==> src/rtl/rv32i_types.sv <==
// Shared RV32I core types: branch comparator op codes and the bimodal
// predictor counter encoding with its saturating update rule.
package rv32i_types;

  localparam logic [2:0] BR_OP_EQ  = 3'b000;
  localparam logic [2:0] BR_OP_NE  = 3'b001;
  localparam logic [2:0] BR_OP_LT  = 3'b100;
  localparam logic [2:0] BR_OP_GE  = 3'b101;
  localparam logic [2:0] BR_OP_LTU = 3'b110;
  localparam logic [2:0] BR_OP_GEU = 3'b111;

  typedef enum logic [1:0] {
    SN = 2'b00,
    WN = 2'b01,
    WT = 2'b10,
    ST = 2'b11
  } bp_cnt_t;

  function automatic bp_cnt_t bp_cnt_next(input bp_cnt_t cnt, input logic taken);
    bp_cnt_t nxt;
    nxt = cnt;
    if (taken) begin
      case (cnt)
        SN:      nxt = WN;
        WN:      nxt = WT;
        default: nxt = ST;
      endcase
    end else begin
      case (cnt)
        ST:      nxt = WT;
        WT:      nxt = WN;
        default: nxt = SN;
      endcase
    end
    return nxt;
  endfunction

endpackage

==> src/rtl/bp_counter_table.sv <==
// Pattern history table: flop array of 2-bit counters with one combinational
// read port and one read-modify-write update port.
module bp_counter_table
  import rv32i_types::*;
#(
  parameter int PHT_DEPTH = 256,
  parameter int IDX_BITS  = $clog2(PHT_DEPTH)
) (
  input  logic                clk,
  input  logic                rst,
  input  logic [IDX_BITS-1:0] rd_idx,
  output bp_cnt_t             rd_cnt,
  input  logic                wr_en,
  input  logic [IDX_BITS-1:0] wr_idx,
  input  logic                wr_taken
);

  bp_cnt_t tbl [PHT_DEPTH];

  assign rd_cnt = tbl[rd_idx];

  always_ff @(posedge clk) begin
    if (rst) begin
      for (int i = 0; i < PHT_DEPTH; i++) tbl[i] <= WN;
    end else if (wr_en) begin
      tbl[wr_idx] <= bp_cnt_next(tbl[wr_idx], wr_taken);
    end
  end

endmodule

==> src/rtl/branch_predictor.sv <==
// Bimodal branch direction predictor: PHT lookup with update-collision bypass,
// registered one-cycle response, and saturating mispredict counter.
module branch_predictor
  import rv32i_types::*;
#(
  parameter int PHT_DEPTH = 256,
  parameter int IDX_BITS  = $clog2(PHT_DEPTH)
) (
  input  logic        clk,
  input  logic        rst,
  input  logic        pred_valid,
  input  logic [31:0] pred_pc,
  input  logic        pred_stall,
  input  logic        pred_flush,
  output logic        pred_resp_valid,
  output logic        pred_taken,
  input  logic        upd_valid,
  input  logic [31:0] upd_pc,
  input  logic        upd_taken,
  input  logic        upd_pred_taken,
  output logic [31:0] mispredict_count
);

  logic [IDX_BITS-1:0] rd_idx_p0;
  logic [IDX_BITS-1:0] wr_idx_p0;
  bp_cnt_t             rd_cnt_p0;
  bp_cnt_t             byp_cnt_p0;
  logic                lookup_p0;
  logic                mispred_p0;
  logic                unused_pc_bits;

  assign rd_idx_p0  = pred_pc[IDX_BITS+1:2];
  assign wr_idx_p0  = upd_pc[IDX_BITS+1:2];
  assign lookup_p0  = pred_valid && !pred_stall && !pred_flush;
  assign mispred_p0 = upd_valid && (upd_taken != upd_pred_taken);
  assign unused_pc_bits = ^{pred_pc[1:0], upd_pc[1:0]};

  bp_counter_table #(
    .PHT_DEPTH (PHT_DEPTH),
    .IDX_BITS  (IDX_BITS)
  ) u_pht (
    .clk      (clk),
    .rst      (rst),
    .rd_idx   (rd_idx_p0),
    .rd_cnt   (rd_cnt_p0),
    .wr_en    (upd_valid),
    .wr_idx   (wr_idx_p0),
    .wr_taken (upd_taken)
  );

  // Same-index update this cycle: predict from the counter as it will be written.
  always_comb begin
    byp_cnt_p0 = rd_cnt_p0;
    if (upd_valid && (wr_idx_p0 == rd_idx_p0))
      byp_cnt_p0 = bp_cnt_next(rd_cnt_p0, upd_taken);
  end

  // ---- p0 -> p1: response register and statistics ----
  always_ff @(posedge clk) begin
    if (rst) begin
      pred_resp_valid <= 1'b0;
      pred_taken      <= 1'b0;
    end else if (pred_flush) begin
      pred_resp_valid <= 1'b0;
    end else if (lookup_p0) begin
      pred_resp_valid <= 1'b1;
      pred_taken      <= byp_cnt_p0[1];
    end else if (!pred_stall) begin
      pred_resp_valid <= 1'b0;
    end
  end

  always_ff @(posedge clk) begin
    if (rst)
      mispredict_count <= 32'd0;
    else if (mispred_p0 && (mispredict_count != 32'hFFFF_FFFF))
      mispredict_count <= mispredict_count + 32'd1;
  end

endmodule
==> config.mk <==
export PLATFORM = sky130hd
export DESIGN_NAME = branch_predictor
export DESIGN_NICKNAME = d
export VERILOG_FILES = /design/src/rtl/rv32i_types.sv /design/src/rtl/bp_counter_table.sv /design/src/rtl/branch_predictor.sv
export SDC_FILE = /design/constraint.sdc
export NUM_CORES = 1
export LEC_CHECK = 0
export ABC_AREA = 1
export BUFFER_PORTS_ARGS = -buffer_cell sky130_fd_sc_hd__buf_4
export CORE_AREA = 2 2 307 309
export DETAILED_ROUTE_END_ITERATION = 10
export DIE_AREA = 0 0 309 311
export PLACE_DENSITY = 0.62
export SYNTH_ARGS = -nofsm -noshare
export SYNTH_HDL_FRONTEND = slang
export SYNTH_SLANG_ARGS = --single-unit
==> constraint.sdc <==
create_clock -name clk -period 2 [get_ports clk]
set_input_delay 0.1 -clock clk [delete_from_list [all_inputs] [get_ports clk]]
set_output_delay 0.1 -clock clk [all_outputs]
set_load 0.01 [all_outputs]
Word-level counts from Yosys, hierarchy flattened:

Memories as Yosys holds them, arrays and structs flattened.
Cells that the tools add are included.

* register bits: 34
* memory bits (writable): 512
* word-level logic and storage cells: 47
* memories: 1

Memory list
* u_pht.tbl: depth 256, width 2, read ports 2, clocked after Yosys merged registers in 0, wr ports 256, RTL line bp_counter_table.sv:18 `bp_cnt_t tbl [PHT_DEPTH];`

* add/sub/neg operators: 1
* equality and inequality tests: 10
* mux-type cells: 19
* bitwise logic cells: 1
* reduce and logical (&&, ||, !) cells: 12

Operators with widths (number)
* $add A32 B1 Y32 const B: 1
* $ne A32 B32 Y1 const B: 1
* $pmux W2 S2: 4
* $mux W2: 6
* $eq A2 B2 Y1 const B: 4
* $eq A8 B8 Y1: 1
* $mux W1: 8
* $mux W8: 1
* $logic_and A1 B1 Y1: 5
* $eq A2 B1 Y1 const B: 2
* $logic_not A2 Y1: 2
* $reduce_or A2 Y1: 2
* $logic_not A1 Y1: 2
* $ne A2 B1 Y1 const B: 1
* $reduce_and A2 Y1: 1
* $ne A1 B1 Y1: 1
* $not A1 Y1: 1

Depth between registers and ports, before layout:

Gate-level depths: netlist of the first run.
An unclocked memory read counts as a cell.

* depth after elaboration: 7
* gate-level depth with buffers: 20
* gate-level depth less buffers: 16

Hierarchy:

Synthesis of the first run repeated with hierarchy kept, for this count alone.

* cells, all modules: 4615
* area total of the unflattened synthesis: 33470.9 um2

By module, submodules not included
* bp_counter_table: instances 1, cells an instance 4227, area an instance 31078.6 um2, sequential area each 15374.7 um2
* branch_predictor: instances 1, cells an instance 388, area an instance 2392.3 um2, sequential area each 680.7 um2

Least setup slack after synthesis of the first run:

Ideal clock, no wire load.

* kind: input -> register
* start: input upd_pc[3]
* end: memory u_pht.tbl[0][0] (netlist bit) (data pin)
* library setup time: 268 ps
* arrival: 1957 ps
* slack: -225 ps
* cell stages on the path: 14
* buffers on the path: 4
* cells stage by stage: nand2_2 -> inv_2 -> buf_2 -> buf_1 -> a22oi_1 -> a21oi_1 -> o31ai_1 -> nand3_1 -> nor2_1 -> nand2_1 -> nand2_2 -> buf_2 -> clkbuf_1 -> nand3_1

RTL lines
* start: declaration: RTL line branch_predictor.sv:18 `input logic [31:0] upd_pc,`
* end: declaration: RTL line bp_counter_table.sv:18

==> results of run 1 <==
-- per-layer routing --
metal | track usage (%) | up-vias
met1 | 33.16 | 15122
met5 | 0 | -
met3 | 5.047 | 374
met2 | 38.95 | 2004
li1 | - | 14607
met4 | 10.97 | 8
-- metrics by stage --
step           worst slack [ns]  power (mW)
2_1_floorplan           -0.1154       15.64
3_3_place_gp             -1.054       17.65
3_5_place_dp             -1.067       17.68
4_1_cts                 -0.6261       29.82
5_1_grt                 -0.7637       30.94
6_report                -0.6659       30.15
-- worst paths after layout --
check / cells after the start / end / slack [ns] / startpoint
hold / removal: 7 / mispredict_count[7]$_SDFFE_PP0P_ / 0.07 / upd_pred_taken
setup reg to reg: 15 / u_pht.tbl[125][1]$_SDFFCE_PN0P_ / -0.67 / u_pht.tbl[80][0]$_SDFFCE_PN1P_
setup / recovery: 15 / u_pht.tbl[125][1]$_SDFFCE_PN0P_ / -0.67 / u_pht.tbl[80][0]$_SDFFCE_PN1P_
hold reg to reg: 2 / pred_taken$_SDFFE_PP0P_ / 0.47 / pred_taken$_SDFFE_PP0P_
-- power by group through the flow --
stage | combinational (mW) | clock, mW | sequential (mW)
finish | 5.80 | 11.6 | 12.8
global route | 6.08 | 12.1 | 12.8
CTS | 5.41 | 11.6 | 12.8
detailed placement | 4.66 | 0 | 13.0
global placement | 4.64 | 0 | 13.0
floorplan | 2.68 | 0 | 13.0
-- flip-flops by register name, summed over array words and instances, names as in the netlist --
register	count
u_pht.tbl	512
mispredict_count	32
pred_resp_valid	1
pred_taken	1
-- kinds of logic (layout without fill, tap and decap cells) --
group	count (synthesis)	count (layout)
buf+inv	699	1025
flops	546	546
simple gates	2563	2563
compound gates	371	371
fa+ha+maj	1	1
xor+xnor	9	9
-- worst reg2reg max path, stage by stage (launching register included) --
cell       delay (ns)
edfxtp_1         0.41
a22oi_2          0.23
a21oi_1          0.12
or2_1            0.25
nor2_2           0.15
nor2_1           0.07
nor2_2           0.17
nand2_1          0.07
nand2_1          0.06
nand2_1          0.09
nor2_4           0.17
nand2_8          0.07
nand2_8          0.12
buf_4            0.19
clkbuf_16        0.20
nor2_1           0.05
-- cell type report --
class,count,share of cell area (%)
clock buffer,72,3.817
clock inverter,40,1.091
inverter,378,3.506
multi-input combinational,2944,33.84
sequential,546,39.12
tap,1254,3.823
timing repair buffer,535,14.81
-- placed cells by master (no fill, tap or decap), types with 3 or more instances in the layout --
cell	count
a22oi_1	221
buf_16	20
buf_4	377
nand2_1	1053
nand3_1	728
inv_1	361
nor3_1	28
bufinv_16	8
nand4_1	19
nand2_8	5
clkinvlp_4	4
a21oi_1	85
clkbuf_1	10
buf_8	3
a22oi_2	35
clkbuf_8	3
nor4_1	10
o21a_1	3
or2_0	3
nand2_2	3
clkinv_1	22
dlygate4sd3_1	5
o21ai_0	19
clkbuf_16	68
or2_1	17
nor2_1	636
buf_12	117
clkinv_2	11
edfxtp_1	512
o21ai_1	3
xor2_1	8
nor2_4	6
inv_2	5
dfxtp_1	34
nand3_2	32
buf_6	4
nor2_2	18
-- timing repair --
item | in CTS | in global routing
hold buffers | 5 | 0
pin swaps | 9 | 21
setup endpoints to repair | 521 | 531
cloned | 14 | 9
buffers inserted | 19 | 9
hold endpoints to repair | 18 | 0
gates resized for setup | 56 | 64
==> metrics.md, run 1 <==
| Metric | Value |
|---|---|
| Outcome | `complete, but fails checks` |
| Failing checks | `setup timing` |
| Count of distinct cell types in the synthesized netlist | `34` |
| Post-synth top cells | `nand2_1, nand3_1, nor2_1` |
| CP bufs+invs | `2` |
| Largest net degree at the start of global routing | `57` |
| Die area | `96100 um2` |
| Syn avg cell area | `around 7.7 um2` |
| Mux cell area share after synthesis | `0%` |
| Top Metal Used | `met5` |
| Number of max-cap violations | `0` |
| GP Congestion | `0.9262` |
| DRC errors left | `0` |
| Height of the chip | `311 um` |
| DP Cell Count | `between 5000 and 6000` |
| Gate power share | `roughly a fifth` |
| Post-DP HPWL | `78.54 mm` |
| DRT met1 WL | `approximately 47 mm` |
| Total track usage | `roughly 25%` |
| Sw Share | `28.55%` |
| Top-count cell post-synth | `nand2_1` |
| Global-route wire length before repair | `between 150 and 200 mm` |
| Total CTS buffers | `60` |
| Vias/cell | `between 5 and 6` |
| CTS root buf | `clkbuf_16` |
| Grt ovf | `0` |
| Fmax | `approximately 380 MHz` |
| Post-synthesis simple-gate area fraction | `between 30 and 40%` |
| Hold Crit Class | `in -> reg` |
| I/O Pins | `106` |
| Final hold vios | `0` |
| IR drop worst, VDD | `0.6588 mV` |
| Ys async rst share | `0%` |
| Critical path class | `reg -> reg` |
| Reg clk slew, reported paths | `~0.060 ns` |
| CTS tree | `yes` |
| DR WL/cell | `approximately 21 um` |
| Setup ws final | `-0.6659 ns` |
| Slew Limit Headroom | `56.81%` |
| Synthesized cell area | `between 30000 and 40000 um2` |
| Ranking of synthesized cells by area | `edfxtp_1, nand2_1, nand3_1, nor2_1, a22oi_1` |
| Synth top area share | `about 48%` |
| CP Cell Sequence | `a22oi_2 -> a21oi_1 -> or2_1 -> nor2_2 -> nor2_1 -> nor2_2 -> nand2_1 -> nand2_1 -> nand2_1 -> nor2_4 -> nand2_8 -> nand2_8 -> buf_4 -> clkbuf_16 -> nor2_1` |
| Clk pwr share | `around two fifths` |
| CP required | `2.41 ns` |
| Top cell type by total area after synthesis | `edfxtp_1` |
| Post-Synth Adder-Cell Area | `0.03881%` |
| Final setup fails | `approximately 520` |
| P_sw | `between 8 and 9 mW` |
| Slowest library cell on the worst path | `edfxtp_1` |
| Initial antenna violation count | `4` |
| FILL cells | `roughly 9000` |
| Post-synthesis sequential area ratio | `about half` |
| Final min period | `around 2.7 ns` |
| Internal power | `roughly 22 mW` |
| CP endpoint kind | `register` |
| Placed inst area | `about 38000 um2` |
| H-tree levels | `2` |
| Max stage delay on crit path | `0.41 ns` |
| PortBufs | `57` |
| DIE WIDTH | `just over 300 um` |
| Final Util | `~44%` |
| Synth Flop Type | `edfxtp_1` |
| Clock Tree Buf Depth | `3` |
| Post-Synthesis Cells | `roughly 4200` |
| Crit path DAT | `3.07 ns` |
| Yosys warns | `0` |
| DRT Pass-1 Iters | `7` |
| Std-Cell Rows | `112` |
| Layout cells sized above 1 | `16.15%` |
| Critical path peak fanout | `13` |
| Hold_ws | `about 0.070 ns` |
| Post-route ant nets | `0` |
| Initial Util | `34.75%` |
| Drt total wl | `approximately 120 mm` |
| Multi-input gate area | `around 14000 um2` |
| RSZ-0062 raised after global routing | `yes` |
| Post-synthesis compound-gate area fraction | `7.809%` |
| Register area | `16060 um2` |
| Period utilisation layout | `133.3%` |
| Clock sinks | `~550` |
| Setup Skew | `approximately 0.045 ns` |
| Most frequent CP cell | `nand2_1` |
| Slew Viols, Final | `0` |
| CP startpoint kind | `register` |
| Static Leak | `approximately 15 nW` |
| Seq pwr share | `between 40% and 50%` |
| Diode count | `0` |
| Mapped Nets | `approximately 4300` |
| Slew @ Worst Pin | `0.6471 ns` |
| Core area | `just over 90000 um2` |
| Synth-to-Final Area Change | `27.32%` |
| Met2 wire length | `approximately 55 mm` |
| Final instance area | `~41000 um2` |
| Met3 WL | `between 15 and 20 mm` |
| Xor and xnor area share after synthesis | `less than 1%` |
| Fin nets | `4538` |
| PwrDens | `734.5 nW/um2` |
| Main combinational cell family by area after synthesis | `simple AND/OR/NAND/NOR gates` |
| Number of synthesized register bits | `546` |
| Setup TNS | `-315.68 ns` |
| Via count | `between 30000 and 40000` |
| Clk Latency, worst-skew pair | `slightly below 0.7 ns` |
| Finished Layout Cells | `between 5000 and 6000` |
| Worst path top cell family by delay | `simple AND/OR/NAND/NOR gates` |
| Initial drt markers | `~4300` |
| Vias in the first global route | `between 30000 and 40000` |
| Post-synth EDFFs | `~510` |
Note: power is estimated with default switching activity, not from simulation.
==> inputs of run 2 (changes only) <==
Settings changed: SKIP_LAST_GASP set to 1.
==> run 2 against run 1 <==
Compared with the run above: the flow still finishes with violations (setup timing); wire length down 0.54%; critical path depth unchanged; worst hold slack better by 0.0054 ns; cell area fell by 0.36%; final cell count down 0.10%; utilization fell by 0.16 points; clock power barely moved; highest routed layer unchanged.
==> metrics.md, run 2 (synthesis gave the netlist of run 1 again) <==
| Metric | Value |
|---|---|
| Period utilisation layout | `132.2% (-1.1 points)` |
| Largest register FFs | `512 (unchanged)` |
| Vias/cell | `5.566 (about the same)` |
| DRT Pass-1 Iters | `6 (-1)` |
| Final setup fails | `521 (unchanged)` |
| Via count | `32079 (-0.11%)` |
| Most common cell after layout, fill and taps aside | `nand2_1` |
| DRC errors left | `0 (unchanged)` |
| CP startpoint kind | `register` |
| Number of max-cap violations | `0 (unchanged)` |
| Drt total wl | `122.4 mm (-0.54%)` |
| Critical path peak fanout | `13 (unchanged)` |
| Failing checks | `setup timing` |
| Core area | `92770 um2 (unchanged)` |
| IR drop worst, VDD | `0.6517 mV (-1.1%)` |
| Reg clk slew, reported paths | `0.06 ns (about the same)` |
| FILL cells | `9129 (+0.14%)` |
| Outcome | `complete, but fails checks` |
| Initial antenna violation count | `5 (+1)` |
| Crit path DAT | `3.01 ns (-0.06 ns)` |
| Final instance area | `40900 um2 (-0.36%)` |
| CP required | `2.37 ns (-0.04 ns)` |
| Die area | `96100 um2 (unchanged)` |
| RSZ-0062 raised after global routing | `yes` |
| Setup ws final | `-0.6435 ns (+0.02248 ns)` |
| CTS tree | `yes` |
| Hold_ws | `0.07496 ns (+0.005374 ns)` |
| Vias in the first global route | `30601 (+0.0098%)` |
| CTS root buf | `clkbuf_16` |
| Global-route wire length before repair | `183.5 mm (about the same)` |
| Height of the chip | `311 um (unchanged)` |
| Most frequent cells in the layout | `nand2_1, nand3_1, nor2_1` |
| Slew Limit Headroom | `54.01% (-2.8 points)` |
| GP Congestion | `0.9262 (unchanged)` |
| Register area | `16060 um2 (unchanged)` |
| Busiest grt layer | `met2` |
| PwrDens | `735.4 nW/um2 (+0.12%)` |
| Total CTS buffers | `60 (unchanged)` |
| Post-route ant nets | `0 (unchanged)` |
| Setup Skew | `0.04669 ns (+0.001668 ns)` |
| Initial drt markers | `4226 (-1.5%)` |
| Multi-input gate area | `13810 um2 (-0.57%)` |
| Fin nets | `4531 (-0.15%)` |
| Final min period | `2.643 ns (-0.02248 ns)` |
| Initial Util | `34.75% (unchanged)` |
| Slew Viols, Final | `0 (unchanged)` |
| Total track usage | `24.87% (about the same)` |
| DR WL/cell | `21.25 um (-0.43%)` |
| Clock sinks | `546 (unchanged)` |
| I/O Pins | `106 (unchanged)` |
| GR Util met2 | `38.96% (about the same)` |
| Post-DP HPWL | `78.54 mm (unchanged)` |
| Fmax | `378.3 MHz (+0.85%)` |
| Hold Crit Class | `in -> reg` |
| H-tree levels | `2 (unchanged)` |
| Placed inst area | `37620 um2 (unchanged)` |
| Clock Tree Buf Depth | `3 (unchanged)` |
| Slew @ Worst Pin | `0.6891 ns (+0.04200 ns)` |
| Static Leak | `15.08 nW (-0.28%)` |
| Grt ovf | `0 (unchanged)` |
| CP endpoint kind | `register` |
| PortBufs | `57 (unchanged)` |
| Layout cells sized above 1 | `15.66% (-0.49 points)` |
| Final hold vios | `0 (unchanged)` |
| Biggest regs | `u_pht.tbl (512), mispredict_count (32)` |
| Met1 global-route usage | `33.07% (-0.087 points)` |
| Synth-to-Final Area Change | `26.87%` |
| Largest reg by FF count | `u_pht.tbl` |
| DIE WIDTH | `309 um (unchanged)` |
| Critical path class | `reg -> reg` |
| Clk Latency, worst-skew pair | `0.68 ns (about the same)` |
| Largest net degree at the start of global routing | `57 (unchanged)` |
| GR Layer Usage met3 | `5.163% (+0.12 points)` |
| Std-Cell Rows | `112 (unchanged)` |
run 2: changes by cell type in the layout (fill, tap and decap cells not counted), moves of 2 or more:
cell | before | now
nand3_1 | 728 | 731
nor2_1 | 636 | 641
nor2_2 | 18 | 14
a22oi_2 | 35 | 28
buf_4 | 377 | 372
a22oi_1 | 221 | 228
buf_6 | 4 | 2
nand3_2 | 32 | 29
run 2: worst paths after layout:
path,to,depth (start not counted),slack (ns),startpoint
hold / removal,mispredict_count[7]$_SDFFE_PP0P_,7,0.07,upd_pred_taken
setup / recovery,u_pht.tbl[116][0]$_SDFFCE_PN1P_,15,-0.64,u_pht.tbl[87][1]$_SDFFCE_PN0P_
setup reg to reg,u_pht.tbl[116][0]$_SDFFCE_PN1P_,15,-0.64,u_pht.tbl[87][1]$_SDFFCE_PN0P_
hold reg to reg,pred_taken$_SDFFE_PP0P_,2,0.47,pred_taken$_SDFFE_PP0P_
run 2: area by class of cell:
class,instances,area share [%]
clock buffers,72,3.830
inverters,378,3.518
multi-input cells,2944,33.77
repair buffers,528,14.69
flip-flops and latches,546,39.26
diodes,1,0.006119
well taps,1254,3.836
clock inverters,40,1.095
run 2: critical path, stage by stage, from the launching register on:
cell      delay [ns]
edfxtp_1        0.39
a22oi_1         0.26
nand2_1         0.09
nand2_1         0.07
nand3_1         0.08
o21ai_1         0.20
nand2_1         0.17
nor2_1          0.12
nor2_1          0.06
nor2_2          0.12
nand3b_1        0.11
buf_6           0.15
nand2_8         0.11
buf_12          0.18
buf_4           0.14
nand3_1         0.10
run 2: repair_timing:
action,in CTS,in global routing
buffers inserted,19,4
resized for setup,54,49
setup endpoints to repair,521,531
hold buffers,5,0
pin swaps,9,6
hold endpoints to repair,18,0
cloned,14,7
run 2: where the power goes:
group          switching, mW  total, mW  internal [mW]
sequential             0.130       12.8           12.7
combinational           3.52       5.76           2.24
clock                   4.91       11.5           6.62
run 2: per-layer routing:
layer  part of all wire, %  wire length, um
met2                    45            54960
met1                    38            46670
met3                    12            14580
met4                   5.0             6176
met5                 0.047               57
run 2: metrics by stage:
| step | utilization [%] | TNS (ns) | std cells | setup WS, ns | total power [mW] |
|---|---|---|---|---|---|
| finish | 44.08 | -303.27 | 5763 | -0.6435 | 30.07 |
| global placement | 40.55 | -560.53 | 5603 | -1.054 | 17.65 |
| CTS | 43.63 | -301.20 | 5752 | -0.6376 | 29.81 |
| global route | 44.08 | -370.37 | 5762 | -0.7662 | 30.89 |
| detailed placement | 40.55 | -570.86 | 5603 | -1.067 | 17.68 |
| floorplan | - | -45.18 | 4189 | -0.1154 | 15.64 |
